### config.mk
export PLATFORM = sky130hd
export DESIGN_NAME = fetch_unit
export DESIGN_NICKNAME = d
export VERILOG_FILES = /design/src/rtl/fetch_unit.sv
export SDC_FILE = /design/constraint.sdc
export NUM_CORES = 1
export LEC_CHECK = 0
export ABC_AREA = 1
export CAP_MARGIN = 20
export CORE_MARGIN = 2
export CORE_UTILIZATION = 53
export DETAILED_ROUTE_END_ITERATION = 8
export GPL_TIMING_DRIVEN = 0
export PLACE_DENSITY = 0.89
export REMOVE_ABC_BUFFERS = 1
export SYNTH_ARGS = -nofsm -noshare
export SYNTH_HDL_FRONTEND = slang
export SYNTH_SLANG_ARGS = --single-unit
export TNS_END_PERCENT = 100
### constraint.sdc
create_clock -name clk -period 7.1 [get_ports clk]
set_input_delay 1.42 -clock clk [delete_from_list [all_inputs] [get_ports clk]]
set_output_delay 1.42 -clock clk [all_outputs]
set_load 0.02 [all_outputs]
### src/rtl/fetch_unit.sv
// Instruction-fetch stage: owns the PC, fetches one word per instruction over
// a req/ack handshake, holds it for the decoder and commits the next PC from
// the decoder's jump/jr/branch outcome. Also keeps a retired-instruction count.
module fetch_unit #(
  parameter logic [31:0] RESET_PC = 32'h0000_0000,
  parameter int unsigned CNT_W    = 32
) (
  input  logic             clk,
  input  logic             reset,
  output logic             imem_req,
  output logic [31:0]      imem_addr,
  input  logic             imem_ack,
  input  logic [31:0]      imem_rdata,
  output logic [31:0]      instr,
  output logic             instr_valid,
  output logic [31:0]      pc,
  output logic [31:0]      pc_plus4,
  input  logic             stall,
  input  logic             jump,
  input  logic             jr,
  input  logic             branch_taken,
  input  logic [31:0]      jr_target,
  output logic             addr_err,
  output logic [CNT_W-1:0] instr_count
);

  typedef enum logic {
    ST_FETCH = 1'b0,
    ST_ISSUE = 1'b1
  } state_t;

  state_t           r_state;
  state_t           w_state_next;
  logic [31:0]      r_pc;
  logic [31:0]      r_instr;
  logic             r_addr_err;
  logic [CNT_W-1:0] r_count;

  logic [31:0]      w_pc_plus4;
  logic [31:0]      w_br_off;
  logic [31:0]      w_next_pc;
  logic             w_fetch_done;
  logic             w_commit;
  logic             w_jr_misaligned;

  assign w_pc_plus4      = r_pc + 32'd4;
  assign w_br_off        = {{14{r_instr[15]}}, r_instr[15:0], 2'b00};
  assign w_jr_misaligned = jr && (jr_target[1:0] != 2'b00);

  // State register; reset restarts fetching at RESET_PC.
  always_ff @(posedge clk) begin
    if (reset) r_state <= ST_FETCH;
    else       r_state <= w_state_next;
  end

  // Next-state logic and handshake outputs; ack is only honoured in FETCH.
  always_comb begin
    w_state_next = r_state;
    w_fetch_done = 1'b0;
    w_commit     = 1'b0;
    imem_req     = 1'b0;
    instr_valid  = 1'b0;
    case (r_state)
      ST_FETCH: begin
        imem_req = 1'b1;
        if (imem_ack) begin
          w_fetch_done = 1'b1;
          w_state_next = ST_ISSUE;
        end
      end
      ST_ISSUE: begin
        instr_valid = 1'b1;
        if (!stall) begin
          w_commit     = 1'b1;
          w_state_next = ST_FETCH;
        end
      end
      default: w_state_next = ST_FETCH;
    endcase
  end

  // Next-PC selection, priority jr > jump > branch > sequential.
  always_comb begin
    w_next_pc = w_pc_plus4;
    if (jr)                w_next_pc = {jr_target[31:2], 2'b00};
    else if (jump)         w_next_pc = {w_pc_plus4[31:28], r_instr[25:0], 2'b00};
    else if (branch_taken) w_next_pc = w_pc_plus4 + w_br_off;
  end

  // Datapath registers: capture fetched word, commit PC/count/error flag.
  always_ff @(posedge clk) begin
    if (reset) begin
      r_pc       <= RESET_PC;
      r_instr    <= 32'h0;
      r_addr_err <= 1'b0;
      r_count    <= '0;
    end else begin
      if (w_fetch_done) r_instr <= imem_rdata;
      if (w_commit) begin
        r_pc    <= w_next_pc;
        r_count <= r_count + CNT_W'(1);
        if (w_jr_misaligned) r_addr_err <= 1'b1;
      end
    end
  end

  assign imem_addr   = r_pc;
  assign pc          = r_pc;
  assign pc_plus4    = w_pc_plus4;
  assign instr       = r_instr;
  assign addr_err    = r_addr_err;
  assign instr_count = r_count;

endmodule

==> results.yml, run 1 <==
outcome:
  status: "finished, final reports clean"
global_route:
  use_met3_pct: 7.34
  antenna_found_initial: 0
  grt_pass1_wl_mm: 44.3
  use_met2_pct: 57.0
  met1_usage_pct: 43.0
  overflow: 0
  track_usage_pct: 34.2
  grt_pass1_vias: 9070
  gr-max-usage-layer: "met2"
  grt_start_max_net_pins: 36
power:
  p_int_mw: 1.01
  powerDensity_mw_per_mm2: 143
  leakage_nw: 4.98
  clkPwrFrac_pct: 33.3
  switching_power_uw: 506
  p_sw_share_pct: 33.4
  ir_worst_vdd_mv: 0.159
  seq_power_share_pct: 39.6
  comb_power_share_pct: 27.1
  p_total_mw: 1.52
logic_synthesis:
  synth_warnings: 0
  syn-mean-instance-area_sq_um: 5.81
  ys_seq_area_share_pct: 24.0
  synth_cells: 1379
  synth_cell_types: 44
  netlist_area_sq_mm: 0.00801
  synth_edf_count: 0
  synth_flop_cell: "dfxtp_1"
  synth-seq-cells: 96
  async_reset_ff_share_pct: 0
cells_and_area:
  fin_area_sq_mm: 0.0106
  nNetsFinal: 1669
  area_growth_pct: 32.2
  utilization_pct: 72.3
  num-fill-cells: 1265
  final_cells: 1749
  drive_above_1_share_pct: 3.39
  multi_input_area_sq_mm: 0.00501
  regArea_sq_mm: 0.00192
  diodes: 0
place:
  place.gp.congestion: 0.979
  post-place-ws_ns: 2.40
  hpwl_mm: 21.9
  place_area_sq_mm: 0.0103
  dp.cells: 1732
  port_buffers: 227
sta:
  tightest_slew_ns: 1.07
  slew_violations: 0
  report.final.hold_viol_count: 0
  period_share_pct: 60.3
  max_slew_margin_pct: 28.2
  fmax_mhz: 234
  fin_ws_ns: 2.82
  clock_skew_ns: 0.0149
  period_needed_ns: 4.28
  rsz0062_at_grt: "no"
  final-setup-viol-count: 0
  fin_hold_ws_ns: 0.488
  fin_setup_tns_ns: 0
hold_path:
  min_path_cells: 2
  worstHoldPathType: "reg2reg"
job:
  maxCapViolations: 0
detailed_routing:
  via_count: 9564
  routed_wl_mm: 28.1
  vias_per_cell: 5.47
  firstDrtPassIters: 6
  drtAntennaViolNets: 0
  drt_iter0_drc: 923
  wl_per_cell_um: 16.1
  drc_errors: 0
cts:
  path_clk_slew_ns: 0.07
  post_cts_buffers: 0
  clk_latency_ns: 0.37
  cts-hold-fix-buffers: 0
  root_buffer: "clkbuf_16"
  cts_num_sinks: 96
  cts_buffer_depth: 2
  tritoncts: "done"
  ctsResizeCount: 0
  numCtsBuffers: 9
  cts_max_level: 3
floorplanning:
  num_io_pins: 234
  die_h_um: 127
  row_count: 44
  core-area_sq_mm: 0.0146
  dieArea_sq_mm: 0.0161
  initial_utilization_pct: 54.7
  die_x_um: 127
critical_path:
  crit_fanout: 6
  crit_required_ns: 5.68
  crit_type: "reg2out"
  critical_path_arrival_ns: 2.86
  start_kind: "flip-flop"
  reg2reg_depth: 20
  cp-end-kind: "output port"
-- cell usage in the layout, fill, tap and decap left out, types with 3 or more instances in the layout --
master / Yosys / layout
ha_1: 37 / 37
o21a_1: 3 / 3
o21bai_1: 3 / 3
a21oi_1: 66 / 66
clkbuf_16: 0 / 9
and2_1: 4 / 4
nor2_2: 8 / 10
nand4_1: 21 / 21
nand3_1: 67 / 67
xor2_1: 28 / 28
nand2_1: 425 / 425
xnor2_1: 8 / 8
inv_1: 180 / 180
buf_16: 0 / 4
nor3_1: 20 / 20
nor2_1: 221 / 219
clkbuf_8: 0 / 3
inv_2: 6 / 6
dfxtp_1: 96 / 96
o211ai_1: 6 / 6
nand3b_1: 5 / 5
o21ai_1: 4 / 4
nor2_4: 5 / 5
clkdlybuf4s50_1: 0 / 227
o22ai_1: 3 / 3
conb_1: 1 / 6
o21ai_0: 70 / 70
-- worst paths after layout --
check,start,endpoint,slack [ns]
setup / recovery,imem_addr[3],pc_plus4[28],2.82
hold / removal,addr_err,addr_err,0.49
setup reg to reg,imem_addr[3],imem_addr[21],3.56
hold reg to reg,addr_err,addr_err,0.49
-- power groups by stage --
stage / logic, mW / registers, mW / clock network [mW]
2_1_floorplan: 0.170 / 0.639 / 0
5_1_grt: 0.441 / 0.604 / 0.525
4_1_cts: 0.403 / 0.599 / 0.503
3_3_place_gp: 0.384 / 0.611 / 0
3_5_place_dp: 0.400 / 0.611 / 0
6_report: 0.410 / 0.601 / 0.504
-- state kept, by name, summed over array words and instances (netlist names) --
register	count
instr	32
instr_count	32
imem_addr	30
addr_err	1
r_state	1
-- cells in the mapped netlist, types with 3 or more instances --
master,number,area (sq um)
nand2_1,425,1600
nor2_1,221,830
inv_1,180,676
dfxtp_1,96,1920
o21ai_0,70,350
nand3_1,67,335
a21oi_1,66,330
ha_1,37,463
buf_4,36,270
clkbuf_1,28,105
xor2_1,28,245
nand4_1,21,131
nor3_1,20,100
nor2_2,8,50.1
xnor2_1,8,70.1
inv_2,6,22.5
o211ai_1,6,45.0
nand3b_1,5,37.5
nor2_4,5,56.3
and2_1,4,25.0
o21ai_1,4,20.0
o21a_1,3,22.5
o21bai_1,3,22.5
o22ai_1,3,18.8
-- logic make-up after synthesis --
logic type | share of synthesized area [%]
DFF | 24.0
other | 0.0468
AOI/OAI and AO/OA | 10.9
and+or+nand+nor | 41.4
xor gates and xnor gates | 3.94
adders and majority gates | 6.03
buffers and inverters | 13.7
-- per-layer routing --
layer | vias to the layer above | part of all wire, % | wire length [um]
li1 | 4644 | - | -
met1 | 4367 | 41 | 11400
met2 | 474 | 46 | 12900
met3 | 79 | 9.6 | 2710
met4 | 0 | 3.8 | 1080
met5 | - | 0 | 0
-- worst max-delay path, stage by stage (launching register included) --
cell and delay (ns):
dfxtp_1 0.45, ha_1 0.22, nand2_1 0.09, nor2_2 0.16, nand2_1 0.16, nor2_2 0.30
nand3_1 0.13, inv_1 0.10, or2_2 0.11, and2_1 0.16, clkdlybuf4s50_1 0.63
-- area by class of cell --
| cell class | count | share of cell area, % |
|---|---|---|
| multi-input combinational | 1033 | 47.4 |
| tap | 184 | 2.18 |
| clock buffer | 12 | 2.52 |
| timing repair buffer | 233 | 22.8 |
| clock inverter | 4 | 0.331 |
| inverter | 187 | 6.63 |
| sequential | 96 | 18.2 |
Note: power is estimated with default switching activity, not from simulation.
==> run 2: changes to the inputs <==
Settings changed: CORE_UTILIZATION 53 to 49, PLACE_DENSITY 0.89 to 0.83.
Clock period 7.1 ns to 4.08 ns, I/O delays scaled along.
==> run 2 against run 1 <==
  * Non-clock buffer count up 1
  * Utilization down 5.4 points
  * Clock skew down 0.0045 ns
  * Sequential power up 75%
  * Die area up 7.9%
  * Final cell count up 1.9%
==> results.yml, run 2 (synthesized netlist as in run 1, its figures left out) <==
cells_and_area:
  drive_above_1_share_pct: 3.45
  area_growth_pct: 33.1
  diodes: 0
  multi_input_area_sq_mm: 0.00501
  num-fill-cells: 1466
  layout_commonest_cell: "nand2_1"
  regArea_sq_mm: 0.00192
  nNetsFinal: 1670
  final_cells: 1782
  layout_common_cells: "nand2_1 (425), clkdlybuf4s50_1 (227), nor2_1 (219)"
sta:
  fmax_mhz: 270
  tightest_slew_ns: 1.11
  period_share_pct: 90.7
  fin_setup_tns_ns: 0
  period_needed_ns: 3.70
  slew_violations: 0
  rsz0062_at_grt: "no"
  max_slew_margin_pct: 26.0
  clock_skew_ns: 0.0104
  fin_hold_ws_ns: 0.458
  report.final.hold_viol_count: 0
  final-setup-viol-count: 0
global_route:
  track_usage_pct: 31.8
  met1_usage_pct: 43.0
  grt_start_max_net_pins: 36
  use_met3_pct: 5.38
  grt_pass1_wl_mm: 44.7
  antenna_found_initial: 0
  grt_pass1_vias: 8519
  gr-max-usage-layer: "met2"
  overflow: 0
  use_met2_pct: 52.0
cts:
  ctsResizeCount: 0
  post_cts_buffers: 0
  clk_latency_ns: 0.36
  root_buffer: "clkbuf_16"
  cts_buffer_depth: 2
  cts-hold-fix-buffers: 0
  path_clk_slew_ns: 0.08
  numCtsBuffers: 9
  cts_max_level: 3
  tritoncts: "done"
  cts_num_sinks: 96
floorplanning:
  die_x_um: 132
  core-area_sq_mm: 0.0159
  die_h_um: 132
  num_io_pins: 234
  dieArea_sq_mm: 0.0174
  initial_utilization_pct: 50.2
  row_count: 46
hold_path:
  hp-start: "addr_err"
  worstHoldPathType: "reg2reg"
  min_path_cells: 2
  min_to: "addr_err"
power:
  leakage_nw: 5.01
  powerDensity_mw_per_mm2: 253
  clkPwrFrac_pct: 34.9
  switching_power_uw: 906
  comb_power_share_pct: 26.4
  p_sw_share_pct: 33.5
  ir_worst_vdd_mv: 0.214
  seq_power_share_pct: 38.7
  p_total_mw: 2.70
  p_int_mw: 1.80
place:
  dp.cells: 1764
  hpwl_mm: 22.3
  port_buffers: 227
  place.gp.congestion: 1.01
detailed_routing:
  wl_per_cell_um: 15.9
  routed_wl_mm: 28.4
  drc_errors: 0
  firstDrtPassIters: 5
  via_count: 9298
  drtAntennaViolNets: 0
  drt_iter0_drc: 698
  vias_per_cell: 5.22
job:
  maxCapViolations: 0
critical_path:
  r2r-start: "imem_addr[3]"
  reg2reg_depth: 20
  crit_required_ns: 3.26
  cp-end-kind: "output port"
  crit_fanout: 6
  crit_type: "reg2out"
  timing.rr.end: "imem_addr[23]"
  r2r_slack_ns: 0.54
  critical_path_arrival_ns: 2.88
  start_kind: "flip-flop"
outcome:
  status: "finished, final reports clean"
run 2: cell count changes in the layout (fill, tap and decap cells not counted):
cell / delta
clkbuf_8: -2
clkinvlp_4: -2
inv_6: +2
buf_8: +1
bufinv_16: +1
clkinv_8: +1
run 2: metrics by stage:
step | worst slack (ns) | instance area (sq um) | utilization [%]
2_1_floorplan | 0.911 | 7630 | -
3_3_place_gp | -0.701 | 10200 | 63.8
3_5_place_dp | -0.107 | 10300 | 64.6
4_1_cts | 0.254 | 10600 | 66.6
5_1_grt | 0.229 | 10700 | 66.9
6_report | 0.381 | 10700 | 66.9
run 2: layout make-up:
| class | instances | area share [%] |
|---|---|---|
| clock inverter | 6 | 0.786 |
| timing repair buffer | 234 | 22.8 |
| multi-input combinational | 1033 | 47.0 |
| tap | 216 | 2.54 |
| sequential | 96 | 18.0 |
| clock buffer | 10 | 2.24 |
| inverter | 187 | 6.59 |
run 2: worst max-delay path by stage:
| stage | startpoint | endpoint | slack [ns] |
|---|---|---|---|
| finish | imem_addr[3] | pc_plus4[28] | 0.38 |
| global route | imem_addr[3] | imem_addr[22] | 0.23 |
| CTS | jr | addr_err | 0.25 |
| detailed placement | jr | addr_err | -0.11 |
| global placement | imem_ack | instr[15] | -0.70 |
| floorplan | imem_addr[3] | imem_addr[31] | 0.91 |
run 2: power groups by stage:
stage               clock network (mW)  logic (mW)  registers [mW]
finish                           0.942       0.713            1.05
global placement                     0       0.672            1.06
global route                     0.982       0.767            1.05
floorplan                            0       0.296            1.11
detailed placement                   0       0.697            1.06
CTS                              0.944       0.701            1.04
run 2: routing by layer:
metal | routed length, um | up-vias
met5 | 0 | -
met4 | 748 | 0
met3 | 2060 | 51
met2 | 13000 | 366
met1 | 12500 | 4238
li1 | - | 4643
run 2: critical path, stage by stage, from the launching register on:
cell,delay (ns)
dfxtp_1,0.45
ha_1,0.23
nand2_1,0.09
nor2_2,0.17
nand2_1,0.16
nor2_2,0.29
nand3_1,0.15
inv_1,0.09
or2_2,0.11
and2_1,0.17
clkdlybuf4s50_1,0.62
